[config.mk]
export PLATFORM = sky130hd
export DESIGN_NAME = pingpong_width_down
export DESIGN_NICKNAME = d
export VERILOG_FILES = /design/src/rtl/pingpong_width_down.sv
export SDC_FILE = /design/constraint.sdc
export NUM_CORES = 2
export LEC_CHECK = 0
export ABC_CLOCK_PERIOD_IN_PS = 33600
export CAP_MARGIN = 30
export CORE_MARGIN = 4
export CORE_UTILIZATION = 45
export DETAILED_ROUTE_END_ITERATION = 6
export GPL_TIMING_DRIVEN = 0
export HOLD_SLACK_MARGIN = 0.1
export MAX_ROUTING_LAYER = met4
export PLACE_DENSITY = 0.74
export SYNTH_ARGS = -nofsm -noshare
export SYNTH_HDL_FRONTEND = slang
export SYNTH_SLANG_ARGS = --single-unit
export TNS_END_PERCENT = 50
[constraint.sdc]
create_clock -name clk -period 33.6 [get_ports clk]
set_input_delay 6.72 -clock clk [delete_from_list [all_inputs] [get_ports clk]]
set_output_delay 6.72 -clock clk [all_outputs]
set_load 0.03 [all_outputs]
[src/rtl/pingpong_width_down.sv]
// pingpong_width_down
// Double-buffered wide-to-narrow width converter. A whole frame of up to
// NUM_WORDS x OUT_W bits is accepted in one beat into a free bank and is
// replayed as OUT_W-bit words over a valid/ready stream with an end-of-frame
// marker. Two banks let the next frame load while the current one drains.
//
// Ports:
//   clk, rst_n      clock, asynchronous active-low reset
//   flush           synchronous clear of both banks and the output register
//   in_valid/ready  frame handshake (in_ready is registered)
//   in_data         frame payload, word i = in_data[i*OUT_W +: OUT_W]
//   in_len          valid words in frame (0 or >NUM_WORDS means NUM_WORDS)
//   out_valid/ready output word handshake
//   out_data        output word
//   out_last        final word of its frame
//   occupancy       banks holding undrained data (0..2)
//
// Configuration macro: PPWD_MSB_FIRST_EN
//   undefined: word 0 emitted first; defined: word len-1 emitted first.
module pingpong_width_down #(
    parameter int unsigned OUT_W     = 8,
    parameter int unsigned NUM_WORDS = 113,
    parameter int unsigned LEN_W     = $clog2(NUM_WORDS + 1)
) (
    input  logic                       clk,
    input  logic                       rst_n,
    input  logic                       flush,
    input  logic                       in_valid,
    output logic                       in_ready,
    input  logic [NUM_WORDS*OUT_W-1:0] in_data,
    input  logic [LEN_W-1:0]           in_len,
    output logic                       out_valid,
    input  logic                       out_ready,
    output logic [OUT_W-1:0]           out_data,
    output logic                       out_last,
    output logic [1:0]                 occupancy
);

    localparam int unsigned IN_W = NUM_WORDS * OUT_W;
    localparam int unsigned SH_W = $clog2(IN_W);
    localparam logic [LEN_W-1:0] FULL_LEN = LEN_W'(NUM_WORDS);

    logic [IN_W-1:0]  bank_data [2];
    logic [LEN_W-1:0] bank_len  [2];
    logic [1:0]       bank_valid;
    logic             wr_ptr;
    logic             rd_ptr;
    logic [LEN_W-1:0] rd_idx;

    logic [1:0]       bank_valid_n;
    logic             wr_ptr_n;
    logic             rd_ptr_n;
    logic [LEN_W-1:0] rd_idx_n;
    logic             out_valid_n;
    logic             out_last_n;
    logic [OUT_W-1:0] out_data_n;
    logic             in_ready_n;
    logic [1:0]       occupancy_n;

    logic             load_c;
    logic             fetch_c;
    logic [LEN_W-1:0] len_clamped;
    logic [LEN_W-1:0] cur_len;
    logic [LEN_W-1:0] word_sel;
    logic             cur_last;
    logic [OUT_W-1:0] cur_word;

    // Zero or oversize lengths mean a full bank.
    always_comb begin
        len_clamped = in_len;
        if (in_len == '0 || in_len > FULL_LEN) begin
            len_clamped = FULL_LEN;
        end
    end

    // Word selection from the bank being drained.
    always_comb begin
        cur_len  = bank_len[rd_ptr];
        cur_last = (rd_idx == cur_len - LEN_W'(1));
`ifdef PPWD_MSB_FIRST_EN
        word_sel = cur_len - LEN_W'(1) - rd_idx;
`else
        word_sel = rd_idx;
`endif
        cur_word = OUT_W'(bank_data[rd_ptr] >> (SH_W'(word_sel) * SH_W'(OUT_W)));
    end

    assign load_c  = in_valid && in_ready && !flush;
    assign fetch_c = (!out_valid || out_ready) && bank_valid[rd_ptr];

    // Next-state: fetch/release, drain, load, then flush overrides everything.
    always_comb begin
        bank_valid_n = bank_valid;
        wr_ptr_n     = wr_ptr;
        rd_ptr_n     = rd_ptr;
        rd_idx_n     = rd_idx;
        out_valid_n  = out_valid;
        out_last_n   = out_last;
        out_data_n   = out_data;

        if (fetch_c) begin
            out_valid_n = 1'b1;
            out_data_n  = cur_word;
            out_last_n  = cur_last;
            if (cur_last) begin
                bank_valid_n[rd_ptr] = 1'b0;
                rd_idx_n             = '0;
                rd_ptr_n             = ~rd_ptr;
            end else begin
                rd_idx_n = rd_idx + LEN_W'(1);
            end
        end else if (out_valid && out_ready) begin
            out_valid_n = 1'b0;
        end

        // Never collides with a release: the write bank was free.
        if (load_c) begin
            bank_valid_n[wr_ptr] = 1'b1;
            wr_ptr_n             = ~wr_ptr;
        end

        if (flush) begin
            bank_valid_n = '0;
            wr_ptr_n     = 1'b0;
            rd_ptr_n     = 1'b0;
            rd_idx_n     = '0;
            out_valid_n  = 1'b0;
            out_last_n   = 1'b0;
        end

        in_ready_n  = !bank_valid_n[wr_ptr_n];
        occupancy_n = {1'b0, bank_valid_n[0]} + {1'b0, bank_valid_n[1]};
    end

    // Control and output registers.
    always_ff @(posedge clk or negedge rst_n) begin
        if (!rst_n) begin
            bank_valid  <= '0;
            bank_len[0] <= '0;
            bank_len[1] <= '0;
            wr_ptr      <= 1'b0;
            rd_ptr      <= 1'b0;
            rd_idx      <= '0;
            out_valid   <= 1'b0;
            out_last    <= 1'b0;
            out_data    <= '0;
            in_ready    <= 1'b1;
            occupancy   <= '0;
        end else begin
            bank_valid <= bank_valid_n;
            wr_ptr     <= wr_ptr_n;
            rd_ptr     <= rd_ptr_n;
            rd_idx     <= rd_idx_n;
            out_valid  <= out_valid_n;
            out_last   <= out_last_n;
            out_data   <= out_data_n;
            in_ready   <= in_ready_n;
            occupancy  <= occupancy_n;
            if (load_c) begin
                bank_len[wr_ptr] <= len_clamped;
            end
        end
    end

    // Payload storage; contents are qualified by bank_valid so no reset.
    always_ff @(posedge clk) begin
        if (load_c) begin
            bank_data[wr_ptr] <= in_data;
        end
    end

endmodule
# [Word level (Yosys, flattened, before mapping)]
# Memories as Yosys holds them, arrays and structs flattened.
# Index checks and enable logic that the tools add are counted.
[classes] n_mux=34 shift=1 n_mul=0 reduce_logical=17 n_addsub=3 bitwise=7 eq_ne=1 magnitude_cmp=9 div_mod_pow=0
[op_table] operator="904-bit by 10-bit >> shifter with 8-bit output" count=1
[op_table] operator="7-bit 2-to-1 mux" count=8
[op_table] operator="1-bit 2-to-1 mux" count=18
[op_table] operator="14-bit bitwise mux" count=1
[op_table] operator="2-bit 2-to-1 mux" count=4
[op_table] operator="7-bit by 1-bit adder with 7-bit output (second input constant)" count=1
[op_table] operator="7-bit demux with 1-bit select" count=1
[op_table] operator="7-bit == test" count=1
[op_table] operator="7-bit greater-than comparator (second input constant)" count=1
[op_table] operator="1-bit logical AND" count=7
[op_table] operator="7-bit zero test" count=1
[op_table] operator="7-bit by 1-bit subtractor with 7-bit output (second input constant)" count=1
[op_table] operator="1-bit by 2-bit less-than comparator with 1-bit output (second input constant)" count=3
[op_table] operator="2-bit >= comparator (second input constant)" count=2
[op_table] operator="1-bit NOT with 2-bit output" count=2
[op_table] operator="2-bit nonzero test" count=2
[op_table] operator="1-bit zero test" count=3
[op_table] operator="3-bit nonzero test" count=1
[op_table] operator="1-bit by 1-bit adder with 2-bit output" count=1
[op_table] operator="2-bit bitwise AND" count=1
[op_table] operator="1-bit demux with 1-bit select" count=2
[op_table] operator="1-bit >= comparator (second input constant)" count=2
[op_table] operator="1-bit logical OR" count=2
[op_table] operator="2-bit by 1-bit less-than comparator with 1-bit output (second input constant)" count=1
[op_table] operator="other kinds (4)" count=5
[word_totals] n_memories=1 output_inout_bits=13 ramBits=1808 latchBits=0 word_cells=84 romBits=0 regBits=38 in_bits=916
[mem_list] name="bank_data" words=2 word_bits=904 read_ports=1 rd_ports_with_merged_regs=0 wr=1 line_no="43" text="logic [IN_W-1:0] bank_data [2];"

# [Logic depth before layout (Yosys ltp)]
[logic_depth] depth_word=14 ltp_mapped=14 mapped_depth_nobuf=8

# [Worst setup path after synthesis]
# No wires, ideal clock.
[synth_path] path_kind="input -> register" startpoint="input flush" endpoint="register bank_len[8] (netlist name)" stages=4 slack_ns=3.165 arrival_time_ns=30.260 t_required_ns=33.425 cell_sequence="clkbuf_1 -> nor2_1 -> ha_1 -> mux2_2"
[synth_via] elab_chain_len=2
[synth_rtl] element="start: declaration" line_no="27" text="input logic flush,"
[synth_rtl] element="1-bit zero test" line_no="88" text="assign load_c = in_valid && in_ready && !flush;"
[synth_rtl] element="1-bit logical AND" line_no="88"
[synth_rtl] element="end signal: indexed assignment" line_no="160" text="bank_len[wr_ptr] <= len_clamped;"
[synth_rtl] element="end: declaration" line_no="44" text="logic [LEN_W-1:0] bank_len [2];"
# Every way passes these cells.
# A chain may end at the register's enable or synchronous reset.

# [Final worst setup path]
[layout_path] startpoint="input flush" endpoint="memory bank_data[1][28] (netlist name) (enable)"
[layout_via] elab_chain_len=4
[layout_rtl] element="1-bit zero test" line_no="88"
[layout_rtl] element="1-bit logical AND" line_no="88"
[layout_rtl] element="1-bit 2-to-1 mux" line_no="167" text="if (load_c) begin"
[layout_rtl] element="1-bit 2-to-1 mux (implied by the code)" line_no="168" text="bank_data[wr_ptr] <= in_data;"
[layout_rtl] element="end: declaration" line_no="43"
# Every way passes these cells.

==> out/metrics.cfg <==
[critical_path]
crit_buf_inv = 8
crit_required_ns = 34.11
reg2regPathDepth = 14
critPathArrivalTime_ns = 10.60
cp_common_cell = buf_16
crit_fanout = 62
start_kind = input pin
cp-end-kind = register
cpPeakStageDelay_ns = 0.61
worstPathCellList = clkdlybuf4s50_1 -> clkbuf_1 -> nor2_1 -> ha_4 -> buf_16 -> buf_12 -> buf_12 -> buf_16 -> buf_16 -> buf_16
crit_family = buffers and inverters
path_depth = 10
crit_type = in -> reg
cp_slowest_cell = ha_4

[cells_and_area]
num-fill-cells = 11483
stdcell_count = 6846
fin_nets = 5392
area_delta_synth_final_pct = 27.73
layout-drive-gt1-share_pct = 18.99
fin_util_pct = 57.99

[power_and_ir_drop]
power.leakage_nw = 28.68
swShare_pct = 24.97
combPwrFrac_pct = 13.5
clock_power_share_pct = 36.7
p_int_mw = 4.092
power_density_nw_per_um2 = 60.01
ir_worst_vdd_mv = 0.05205
p_seq_share_pct = 49.9
p_switching_mw = 1.362

[job]
cap_violations = 0

[logic_synthesis]
synth_common_cells = 1,808 x edfxtp_1, 380 x mux4_2, 174 x mux2i_1
synth_mux_area_share_pct = 14.68
synth_fa_ha_area_share_pct = 0.07032
ys_async_sr_fraction_pct = 2.059
ys_top_cells_by_area = edfxtp_1 76%, mux4_2 12%, mux2i_1 2.4%, dfrtp_1 1.3%, a22oi_1 1.1%
synth-main-ff-cell = edfxtp_1
syn-cell-area_um2 = 71170
ys_warn_count = 0
synth_compound_area_share_pct = 3.810
synth_edf_count = 1808
synthMostInstantiatedCell = edfxtp_1
avgSynthCellArea_um2 = 21.72
synthCells = 3277
ys_ff_latch = 1846
synth_top_cell_by_area = edfxtp_1
synth.distinct_cells = 75
syn_nets = 4197
yosysTopAreaCellShare_pct = 76.29
synth_top_family_by_area = multiplexers
seq_area_frac_synth_pct = 77.63
yosys.area_share.simple_pct = 1.874
synth-xor-area-share_pct = 0.1600

[placement]
hpwl_um = 204600
dp.cells = 6340
place.gp.congestion = 0.8937
numPortBuffers = 928

[floorplan]
dieArea_um2 = 164600
die_x_um = 405.7
start_util_pct = 45.40
core_um2 = 156800
die_h_um = 405.7
pin_count = 929
rows = 145

[route]
first_iter_violations = 6918
finalWirelength_um = 274500
wl_per_cell_um = 40.10
ant_nets = 0
vias_per_cell = 6.123
drc_errors = 0
num_vias = 41918
firstDrtPassIters = 6

[timing]
finalSetupViolations = 0
period_share_pct = 30.02
slew_headroom_pct = 15.87
tightest_slew_ns = 1.262
fin_setup_tns_ns = 0
hold_violations = 0
slew_violations = 0
grt_setup_unrepaired = false
max_freq_ghz = 0.09913
fin_crit_ns = 10.09
skew_ns = 0.02630

[clocking]
cts_resized = 0
post_cts_buffers = 0
cts_sinks = 1846
cts_buffers = 184
ctsHoldBuffers = 0
clockBufferDepth = 3
clock_tree.root_cell = clkbuf_16
cts_tree = done
clk-insertion-delay-late_ns = 0.85
clk_pin_slew_ns = 0.06
h-tree-depth = 4

[global_routing]
antenna_found_initial = 150
grt_max_degree = 69
grtUsageTotal_pct = 33.74
grt_pass1_wl_um = 354900
grt-ovfl-total = 0
grt_pass1_vias = 41454

[run_status]
status = finished, final reports clean

[min_path]
min_path_type = reg -> reg
holdPathStages = 1

[worst paths after layout]
| kind | from | endpoint | slack [ns] |
|---|---|---|---|
| min in group asynchronous | rst_n | bank_len[5] | 5.73 |
| max in group asynchronous | rst_n | in_ready | 27.36 |
| setup / recovery | flush | bank_data[1][28] | 23.51 |
| hold reg to reg | out_data[7] | out_data[7] | 0.49 |
| hold / removal | out_data[7] | out_data[7] | 0.49 |
| setup reg to reg | rd_ptr | rd_ptr | 28.65 |
[sequential cells by signal, indices dropped and copies added, names as in the netlist]
register / flops
out_last: 1
in_ready: 1
bank_valid: 2
out_data: 8
rd_idx: 7
bank_data: 1808
wr_ptr: 1
out_valid: 1
bank_len: 14
occupancy: 2
rd_ptr: 1
[power by group through the flow]
| stage | clock, mW | sequential (mW) | combinational, mW |
|---|---|---|---|
| global placement | 0 | 2.98 | 0.685 |
| global route | 2.11 | 2.73 | 0.750 |
| detailed placement | 0 | 2.77 | 0.720 |
| finish | 2.00 | 2.72 | 0.734 |
| floorplan | 0 | 2.90 | 0.311 |
| CTS | 2.02 | 2.72 | 0.724 |
[cell type report]
class / count / area, um2 / share of cell area [%]
clock inverter: 96 / 949.7 / 1.045
timing repair buffer: 1009 / 10860 / 11.95
tap: 2058 / 2575 / 2.833
multi-input combinational: 1239 / 14700 / 16.18
antenna: 170 / 425.4 / 0.4680
inverter: 7 / 26.28 / 0.02891
clock buffer: 236 / 4852 / 5.338
buffer: 185 / 1260 / 1.386
sequential: 1846 / 55240 / 60.78
[routing by layer]
metal  global-route usage [%]  vias up  share of wire, %
met5                        -        -                 0
met4                    17.43        0               5.3
met3                    11.04      592                12
met2                    51.35     2944                48
met1                    40.47    21758                35
li1                         -    16624                 -
[per-stage QoR]
stage | cell area [um2] | setup slack (ns) | hold slack [ns] | total power [mW]
CTS | 90440 | 23.62 | 0.4942 | 5.458
detailed placement | 84640 | 22.73 | 0.4801 | 3.486
global placement | 83030 | -9.222 | 0.4735 | 3.662
floorplan | 71170 | 3.165 | 0.4977 | 3.216
global route | 90810 | 23.43 | 0.5070 | 5.588
finish | 90900 | 23.51 | 0.4917 | 5.454
[layout by cell type (no fill, tap or decap), types with 36 or more instances in the layout]
| cell | synthesis | final |
|---|---|---|
| a22oi_1 | 106 | 106 |
| buf_16 | 0 | 36 |
| edfxtp_1 | 1808 | 1808 |
| a21oi_1 | 88 | 88 |
| nand2_1 | 73 | 73 |
| clkinv_1 | 0 | 42 |
| diode_2 | 0 | 170 |
| nor2_1 | 53 | 48 |
| dfrtp_1 | 37 | 37 |
| clkbuf_1 | 53 | 89 |
| clkbuf_16 | 0 | 186 |
| clkdlybuf4s50_1 | 0 | 927 |
| mux2i_1 | 174 | 174 |
| nand3_1 | 38 | 38 |
| buf_2 | 60 | 66 |
| mux4_2 | 380 | 380 |
[worst reg2reg max path: stages, from the launching register on]
cell	delay, ns
dfrtp_1	0.36
buf_6	0.24
buf_6	0.25
buf_6	0.35
buf_4	0.44
buf_4	0.45
buf_2	0.71
mux2i_1	0.30
ha_1	0.20
xor2_1	0.19
xnor2_1	0.08
nor3_1	0.18
nand3_1	0.38
or3_1	0.50
a21oi_1	0.22
[cells by family (layout without fill, tap and decap cells)]
kind of cell | Yosys count | in the layout
AOI/OAI and AO/OA | 382 | 382
other | 0 | 170
DFF | 1846 | 1846
muxes | 567 | 567
and+or+nand+nor | 273 | 273
xor gates and xnor gates | 13 | 13
buffers and inverters | 192 | 1533
adders and majority gates | 4 | 4
No activity file was read; power rests on OpenSTA's default activity.
